`src/rtl/cordic_rotation.sv`:
```
// cordic_rotation: iterative rotation-mode CORDIC, one micro-rotation per clock.
// Rotates signed (x, y) by binary angle z (0x8000 = -pi); one transaction in flight.
// Optional macro CORDIC_GAIN_COMP_EN adds a SCALE state that removes the CORDIC
// gain (multiply by K = 0.6072529 in Q1.15); without it outputs carry the gain.
module cordic_rotation #(
  parameter int W    = 16,
  parameter int ITER = 16
) (
  input  logic              clk,
  input  logic              rst_n,
  input  logic              in_valid,
  output logic              in_ready,
  input  logic [W-1:0]      x_in,
  input  logic [W-1:0]      y_in,
  input  logic [15:0]       z_in,
  output logic              out_valid,
  input  logic              out_ready,
  output logic [W+1:0]      x_out,
  output logic [W+1:0]      y_out,
  output logic [15:0]       z_res
);

  localparam int WE = W + 2;

`ifdef CORDIC_GAIN_COMP_EN
  typedef enum logic [1:0] {IDLE, ROT, SCALE, DONE} state_e;
  localparam logic signed [15:0] GAIN_K = 16'sd19899;
`else
  typedef enum logic [1:0] {IDLE, ROT, DONE} state_e;
`endif

  state_e                 state_q, state_d;
  logic signed [WE-1:0]   x_q, x_d, y_q, y_d;
  logic        [15:0]     z_q, z_d;
  logic        [4:0]      iter_q, iter_d;
  logic                   out_valid_q, out_valid_d;
  logic        [WE-1:0]   x_out_q, x_out_d, y_out_q, y_out_d;
  logic        [15:0]     z_res_q, z_res_d;

  logic signed [WE-1:0]   x_ext, y_ext, x_shift, y_shift, x_rot, y_rot;
  logic        [15:0]     z_rot;
`ifdef CORDIC_GAIN_COMP_EN
  logic signed [WE+15:0]  x_prod, y_prod;
`endif

  // atan(2^-i) in units of pi/2^15, rounded
  function automatic logic [15:0] atan_lut(input logic [3:0] idx);
    case (idx)
      4'd0:    atan_lut = 16'd8192;
      4'd1:    atan_lut = 16'd4836;
      4'd2:    atan_lut = 16'd2555;
      4'd3:    atan_lut = 16'd1297;
      4'd4:    atan_lut = 16'd651;
      4'd5:    atan_lut = 16'd326;
      4'd6:    atan_lut = 16'd163;
      4'd7:    atan_lut = 16'd81;
      4'd8:    atan_lut = 16'd41;
      4'd9:    atan_lut = 16'd20;
      4'd10:   atan_lut = 16'd10;
      4'd11:   atan_lut = 16'd5;
      4'd12:   atan_lut = 16'd3;
      4'd13:   atan_lut = 16'd1;
      4'd14:   atan_lut = 16'd1;
      default: atan_lut = 16'd0;
    endcase
  endfunction

  // Datapath: sign extension, one micro-rotation and optional gain scaling
  always_comb begin
    x_ext   = {{2{x_in[W-1]}}, x_in};
    y_ext   = {{2{y_in[W-1]}}, y_in};
    x_shift = x_q >>> iter_q;
    y_shift = y_q >>> iter_q;
    if (z_q[15]) begin
      x_rot = x_q + y_shift;
      y_rot = y_q - x_shift;
      z_rot = z_q + atan_lut(iter_q[3:0]);
    end else begin
      x_rot = x_q - y_shift;
      y_rot = y_q + x_shift;
      z_rot = z_q - atan_lut(iter_q[3:0]);
    end
`ifdef CORDIC_GAIN_COMP_EN
    x_prod = x_q * GAIN_K;
    y_prod = y_q * GAIN_K;
`endif
  end

  // Next-state and registered-output logic of the control FSM
  always_comb begin
    state_d     = state_q;
    x_d         = x_q;
    y_d         = y_q;
    z_d         = z_q;
    iter_d      = iter_q;
    out_valid_d = out_valid_q;
    x_out_d     = x_out_q;
    y_out_d     = y_out_q;
    z_res_d     = z_res_q;
    case (state_q)
      IDLE: begin
        if (in_valid) begin
          // |z| > pi/2: rotate by pi up front so the iterations only cover +-pi/2
          if (z_in[15] ^ z_in[14]) begin
            x_d = -x_ext;
            y_d = -y_ext;
            z_d = z_in + 16'h8000;
          end else begin
            x_d = x_ext;
            y_d = y_ext;
            z_d = z_in;
          end
          iter_d  = '0;
          state_d = ROT;
        end
      end
      ROT: begin
        x_d    = x_rot;
        y_d    = y_rot;
        z_d    = z_rot;
        iter_d = iter_q + 5'd1;
        if (iter_q == 5'(ITER - 1)) begin
`ifdef CORDIC_GAIN_COMP_EN
          state_d = SCALE;
`else
          x_out_d     = x_rot;
          y_out_d     = y_rot;
          z_res_d     = z_rot;
          out_valid_d = 1'b1;
          state_d     = DONE;
`endif
        end
      end
`ifdef CORDIC_GAIN_COMP_EN
      SCALE: begin
        x_out_d     = x_prod[WE+14:15];
        y_out_d     = y_prod[WE+14:15];
        z_res_d     = z_q;
        out_valid_d = 1'b1;
        state_d     = DONE;
      end
`endif
      DONE: begin
        if (out_ready) begin
          out_valid_d = 1'b0;
          state_d     = IDLE;
        end
      end
      default: state_d = IDLE;
    endcase
  end

  // State and output registers; reset discards any transaction in flight
  always_ff @(posedge clk or negedge rst_n) begin
    if (!rst_n) begin
      state_q     <= IDLE;
      x_q         <= '0;
      y_q         <= '0;
      z_q         <= '0;
      iter_q      <= '0;
      out_valid_q <= 1'b0;
      x_out_q     <= '0;
      y_out_q     <= '0;
      z_res_q     <= '0;
    end else begin
      state_q     <= state_d;
      x_q         <= x_d;
      y_q         <= y_d;
      z_q         <= z_d;
      iter_q      <= iter_d;
      out_valid_q <= out_valid_d;
      x_out_q     <= x_out_d;
      y_out_q     <= y_out_d;
      z_res_q     <= z_res_d;
    end
  end

  assign in_ready  = (state_q == IDLE);
  assign out_valid = out_valid_q;
  assign x_out     = x_out_q;
  assign y_out     = y_out_q;
  assign z_res     = z_res_q;

endmodule

```
`config.mk`:
```
export PLATFORM = sky130hd
export DESIGN_NAME = cordic_rotation
export DESIGN_NICKNAME = d
export VERILOG_FILES = /design/src/rtl/cordic_rotation.sv
export SDC_FILE = /design/constraint.sdc
export NUM_CORES = 1
export LEC_CHECK = 0
export CAP_MARGIN = 5
export CORE_MARGIN = 3
export CORE_UTILIZATION = 60
export DETAILED_ROUTE_END_ITERATION = 8
export GPL_TIMING_DRIVEN = 0
export HOLD_SLACK_MARGIN = 0.15
export PLACE_DENSITY = 0.93
export SYNTH_ARGS = -nofsm -noshare
export SYNTH_HDL_FRONTEND = slang
export SYNTH_SLANG_ARGS = --single-unit
```
`constraint.sdc`:
```
create_clock -name clk -period 10.6 [get_ports clk]
set_input_delay 2.12 -clock clk [delete_from_list [all_inputs] [get_ports clk]]
set_output_delay 2.12 -clock clk [all_outputs]
set_load 0.01 [all_outputs]
```
==> metrics.txt <==
outcome=completed; Die Height=141.0 um; Synth cell types=76; Detailed Routing Iterations Pass 1=6; hold_buf cts=0; synth top area cells=dfrtp_1 26%, ha_1 7.0%, mux4_2 6.4%; overall routed net length=43140 um; initial antenna violation count=0; Layout Nets=1549; crit path cell chain=buf_2, buf_2, inv_1, buf_1, ha_1, a211oi_1, a21o_1, inv_1, ha_1, mux2_2, fa_1, a21o_1, a21oi_1, nor2b_1, o21a_1, o41ai_1, o211ai_1, a31oi_1, xor2_1, o21ai_0; Worst EP arrival=6.48 ns; Worst-path clk slew=0.08 ns; WHS Endpoint=z_res[11]; Num CTS Buffers=9; slowest CP cell=o41ai_1; Residual DRC=0; Worst R2R Start=iter_q[1]; FMAX=159.5 MHz; Final Hold Viols=0; CTS root buffer=clkbuf_16; FF-to-FF setup slack=4.33 ns; drt wl/cell=25.94 um; crit-path max cell delay=0.70 ns; Yosys warning count=0; vias in the first global route=11230; Seq/Total Area, Yosys=25.64%; HP Class=reg -> reg; Startpoint Class=flop; num ports=106; hold wc startpoint=z_res[11]; FF-to-FF End=z_res[14]; CTS sink cnt=112; Initial Utilization=62.33%; fraction of registers with async set/reset=100.0%; Synth Register Bits=112; RSZ-0062 raised after global routing=false; Crit. End Element=flop; fin. max-slew vios=0; Iter 0 DRT Violations=1172; most frequent cells in the layout=134 x nand2_1, 123 x nor2_1, 118 x o21ai_0, 112 x dfrtp_1, 111 x a21oi_1; Hold Slack=0.4831 ns; Worst Reg-to-Reg Cells=20; ratio of final minimum period to clock period=59.13%; ratio of cells with drive above 1 in the final layout=8.136%; Buf+Inv Stages, Crit Path=5; TritonCTS clock tree=built; Post-DP HPWL=32910 um; Required @ worst endpoint=10.82 ns; core area=0.01754 sq mm; cell area after layout=0.01258 sq mm; final core utilization=71.71%; Crit Path Max Fanout=11; post-place instance area=0.01228 sq mm; die footprint=0.01987 sq mm; Yosys top cell area share=25.64%; H-tree depth=3; clock skew=0.01314 ns; Clock Tree Buf Depth=2; gr usage total=42.76%; RD Place Congestion=1.031; Post-synth EDFFs=0; fill cell count=1311; Vias=11560; global-route wire length before repair=65320 um; # rows=48; Post-Syn Nets=1431; Avg Vias per Cell=6.948; Avg Inst Size Synth=8.312 sq um; Max Cap Violations=0; WS Path Type=reg -> reg; DRT antenna net count=0; CTS resizes=0; Area Overhead vs Synth=15.05%; Synth area leader=dfrtp_1; Least-Margin Pin Slew=1.152 ns; Netlist Area Pre-Place=0.01093 sq mm; grt total ovfl=0; hold path depth=2; n_diodes=0; ys flop type=dfrtp_1; Syn Inst Count=1315; Slew HR=22.63%; Final Setup Violations=0; largest net degree at the start of global routing=69; CP top delay family=compound AO/OA/AOI/OAI gates; Die W=141.0 um; port bufs=105; Setup TNS=0 ns; fin crit period=6.268 ns; worst skew pair latency=0.37 ns; Setup Buffers After CTS=0; most common cell after layout, fill and taps aside=nand2_1
-- per-layer routing --
metal	routed length [um]	GRT usage, %
met5	0	0
met4	2684	23.20
met3	5301	11.50
met2	19310	66.83
met1	15840	54.15
-- layout make-up --
| cell class | instances | area (sq um) | area share (%) |
|---|---|---|---|
| Multi-Input combinational cell | 1085 | 7649 | 60.82 |
| Sequential cell | 112 | 2803 | 22.29 |
| Clock buffer | 11 | 242.7 | 1.930 |
| Buffer | 82 | 344.1 | 2.736 |
| Timing Repair Buffer | 107 | 1074 | 8.536 |
| Clock inverter | 5 | 47.55 | 0.3781 |
| Inverter | 36 | 135.1 | 1.075 |
| Tap cell | 225 | 281.5 | 2.239 |
-- sequential cells by signal, indices dropped and copies added (netlist names) --
| signal | cells |
|---|---|
| y_out | 18 |
| state_q | 2 |
| iter_q | 5 |
| out_valid | 1 |
| x_q | 18 |
| y_q | 18 |
| z_q | 16 |
| z_res | 16 |
| x_out | 18 |
-- cell families after synthesis --
kind of cell	Yosys count	synth area share, %
adders and majority gates	64	7.532
buffers and inverters	118	4.384
muxes	98	13.05
AOI/OAI and AO/OA	404	22.77
xor gates and xnor gates	113	9.054
and+or+nand+nor	406	17.57
DFF	112	25.64
-- how the worst max path moves through the flow --
stage | from | to | slack, ns | cells after the start
finish | iter_q[1] | z_res[14] | 4.33 | 20
detailed placement | iter_q[1] | z_res[14] | 4.56 | 20
global route | iter_q[1] | z_res[14] | 4.13 | 20
global placement | rst_n | y_out[12] | 3.09 | 1
CTS | iter_q[1] | z_res[14] | 4.48 | 20
floorplan | iter_q[1] | z_res[14] | 5.86 | 20
-- tightest hold or removal path: cells and delay by family, from the launching register on --
| family | cells | cell delay, ns |
|---|---|---|
| AOI/OAI and AO/OA | 1 | 0.06 |
| and+or+nand+nor | 1 | 0.05 |
| DFF | 1 | 0.35 |
-- synthesized netlist by cell type (5+ instances only) --
cell,instances
xnor2_1,57
mux2i_1,30
nand2_1,134
nor3_1,31
a21oi_1,111
inv_1,33
dfrtp_1,112
nor4_1,7
o211ai_1,12
o21a_1,12
o21ai_1,6
xor2_1,56
and2_1,12
buf_1,9
nor2b_1,18
o22a_1,5
nor3b_1,12
a21o_1,16
a211oi_1,7
o21ai_0,118
o21bai_1,8
o22ai_1,8
buf_2,11
or3_1,7
a31oi_1,25
ha_1,61
nand3_1,17
mux4_2,31
mux2_2,36
a22oi_1,23
clkbuf_1,58
nand2b_1,13
and3_1,7
o31ai_1,10
nor2_1,123
-- stage by stage --
stage / worst slack [ns] / instances
5_1_grt: 4.127 / 1663
4_1_cts: 4.479 / 1662
3_5_place_dp: 4.556 / 1646
3_3_place_gp: 3.093 / 1645
6_report: 4.332 / 1663
2_1_floorplan: 5.860 / 1315
Power is left out: the tool's default activity adds up to more than one toggle a clock period on the data nets, which glitch-free logic cannot reach.
==> RTL edit, RTL diff (same flow settings) <==
Add a define of `CORDIC_GAIN_COMP_EN`.
--- a/src/rtl/cordic_rotation.sv
+++ b/src/rtl/cordic_rotation.sv
@@ -2,6 +2,8 @@
 // Rotates signed (x, y) by binary angle z (0x8000 = -pi); one transaction in flight.
 // Optional macro CORDIC_GAIN_COMP_EN adds a SCALE state that removes the CORDIC
 // gain (multiply by K = 0.6072529 in Q1.15); without it outputs carry the gain.
+`define CORDIC_GAIN_COMP_EN
+
 module cordic_rotation #(
   parameter int W    = 16,
   parameter int ITER = 16
Check against the original RTL: same outputs for any inputs over 10 cycles, from zero or initial values and one cycle with rst_n low; that may be too few to reach the edited logic, so the function may still have changed.
==> RTL edit against the unedited design <==
Worst setup slack got worse by 1100 ps; die area grew 100%; worst hold slack better by 26 ps; sequential cell count is the same; wire length increased by 63%; cell area is 98% higher; critical path type unchanged; area after synthesis increased by 110%; non-clock buffer count is 7 lower.
Power is left out: the tool's default activity adds up to more than one toggle a clock period on the data nets, which glitch-free logic cannot reach.
==> RTL edit: results (changes against the unedited design) <==
| Metric | Value |
|---|---|
| Routed vias | 19,200 (was 11,600) |
| Routed WL | 70,100 µm (was 43,100 µm) |
| Vias in the first global route | 21,000 (was 11,200) |
| Largest net degree at the start of global routing | 78 (was 69) |
| RR Startpoint | y_q[16] (was iter_q[1]) |
| Mapped Cells | 2,436 (was 1,315) |
| Outcome | finished, final reports clean (unchanged) |
| Final net count | 3,215 (was 1,549) |
| DPL Wire Length | 55,900 µm (was 32,900 µm) |
| Top post-synthesis cells by area | fa_1 (23%), ha_1 (19%), dfrtp_1 (12%) (was dfrtp_1 (26%), ha_1 (7.0%), mux4_2 (6.4%)) |
| Seq/Total Area, Yosys | 12.2% (was 25.6%) |
| WL met1 | 25,600 µm (was 15,800 µm) |
| Share of cells above drive strength 1 | 5.98% (was 8.14%) |
| Sequential cell area | 2800 µm² (about the same) |
| Crit path max-delay family | adder cells (was compound AO/OA/AOI/OAI gates) |
| Reg2Reg Depth | 18 (was 20) |
| Finished Layout Cells | 3,063 (was 1,663) |
| Final hold slack | 509 ps (was 483 ps) |
| Clock Skews | 21.8 ps (was 13.1 ps) |
| Post-placement cell area | 24,600 µm² (was 12,300 µm²) |
| Fillers | 2,859 (was 1,311) |
| Hold Startpoint | z_res[12] (was z_res[11]) |
| 1st-iter DRT viols | 2,064 (was 1,172) |
| Worst Hold End | z_res[12] (was z_res[11]) |
| DR pass1 iterations | 7 (was 6) |
| Setup WS pre-CTS | 3540 ps (was 4560 ps) |
| WL met3 | 6410 µm (was 5300 µm) |
| R2R Path End | y_out[17] (was z_res[14]) |
| CTS root buf | clkbuf_16 (unchanged) |
| Most frequent cells after synthesis | inv_1 (468), ha_1 (341), fa_1 (268) (was nand2_1 (134), nor2_1 (123), o21ai_0 (118)) |
| Global-route wire length before repair | 112,000 µm (was 65,300 µm) |
| Cell count after placement | 3,046 (was 1,646) |
| Distinct cells, synth | 83 (was 76) |
| Mapped Nets | 3,097 (was 1,431) |
| Reg2reg setup slack | 3270 ps (was 4330 ps) |
| Global Route Usage Sum | 34.9% (was 42.8%) |
| Worst Hold Path Cells | 1 (was 2) |
| Clock slew at reported path FFs | 100 ps (was 80 ps) |
| Worst path max stage delay | 920 ps (was 700 ps) |
| H-tree Lvls | 3 (unchanged) |
| Critical-path top delay cell | dfrtp_1 (was o41ai_1) |
## RTL edit: worst register-to-register path, cell delays in order, from the launching register on
cell and delay [ps]:
dfrtp_1 920, inv_1 510, ha_1 440, inv_1 120
fa_1 610, fa_1 460, fa_1 610, fa_1 460
fa_1 470, ha_1 360, a21oi_1 220, nor2_1 70
a211o_1 280, a31oi_1 500, o221ai_1 340, a211o_1 360
a21oi_1 200, xnor2_1 140, mux2i_1 80
## RTL edit: cell type report
class / count / area share [%]
plain buffers: 75 / 1.73
clock buffers: 11 / 0.973
clock inverters: 5 / 0.301
inverters: 469 / 7.06
multi-input cells: 1780 / 71.7
flip-flops and latches: 112 / 11.2
well taps: 504 / 2.53
repair buffers: 107 / 4.44
## RTL edit: kinds of logic (layout without fill, tap and decap cells)
group / after synthesis / in the layout / synth area share, %
XOR/XNOR: 161 / 161 / 6.16
AO/OA/AOI/OAI: 464 / 464 / 13.3
multiplexers: 135 / 135 / 8.28
AND/OR/NAND/NOR: 411 / 411 / 8.35
buffers and inverters: 544 / 667 / 9.58
adder cells (fa/ha/maj): 609 / 609 / 42.1
flip-flops: 112 / 112 / 12.2
## RTL edit: worst max path at each step
stage                  from        end  slack [ps]
finish              y_q[16]  y_out[17]        3270
global route         y_q[6]  y_out[17]        3110
CTS                 y_q[16]  y_out[17]        3500
detailed placement   y_q[6]  y_out[17]        3540
global placement      rst_n  z_res[15]        2680
floorplan           x_q[17]  x_out[11]        4590
## RTL edit: layer usage
metal	global-route usage [%]	vias to the layer above
li1	-	8410
met1	42.0	9449
met2	58.8	1025
met3	7.30	317
met4	19.1	0
met5	0	-
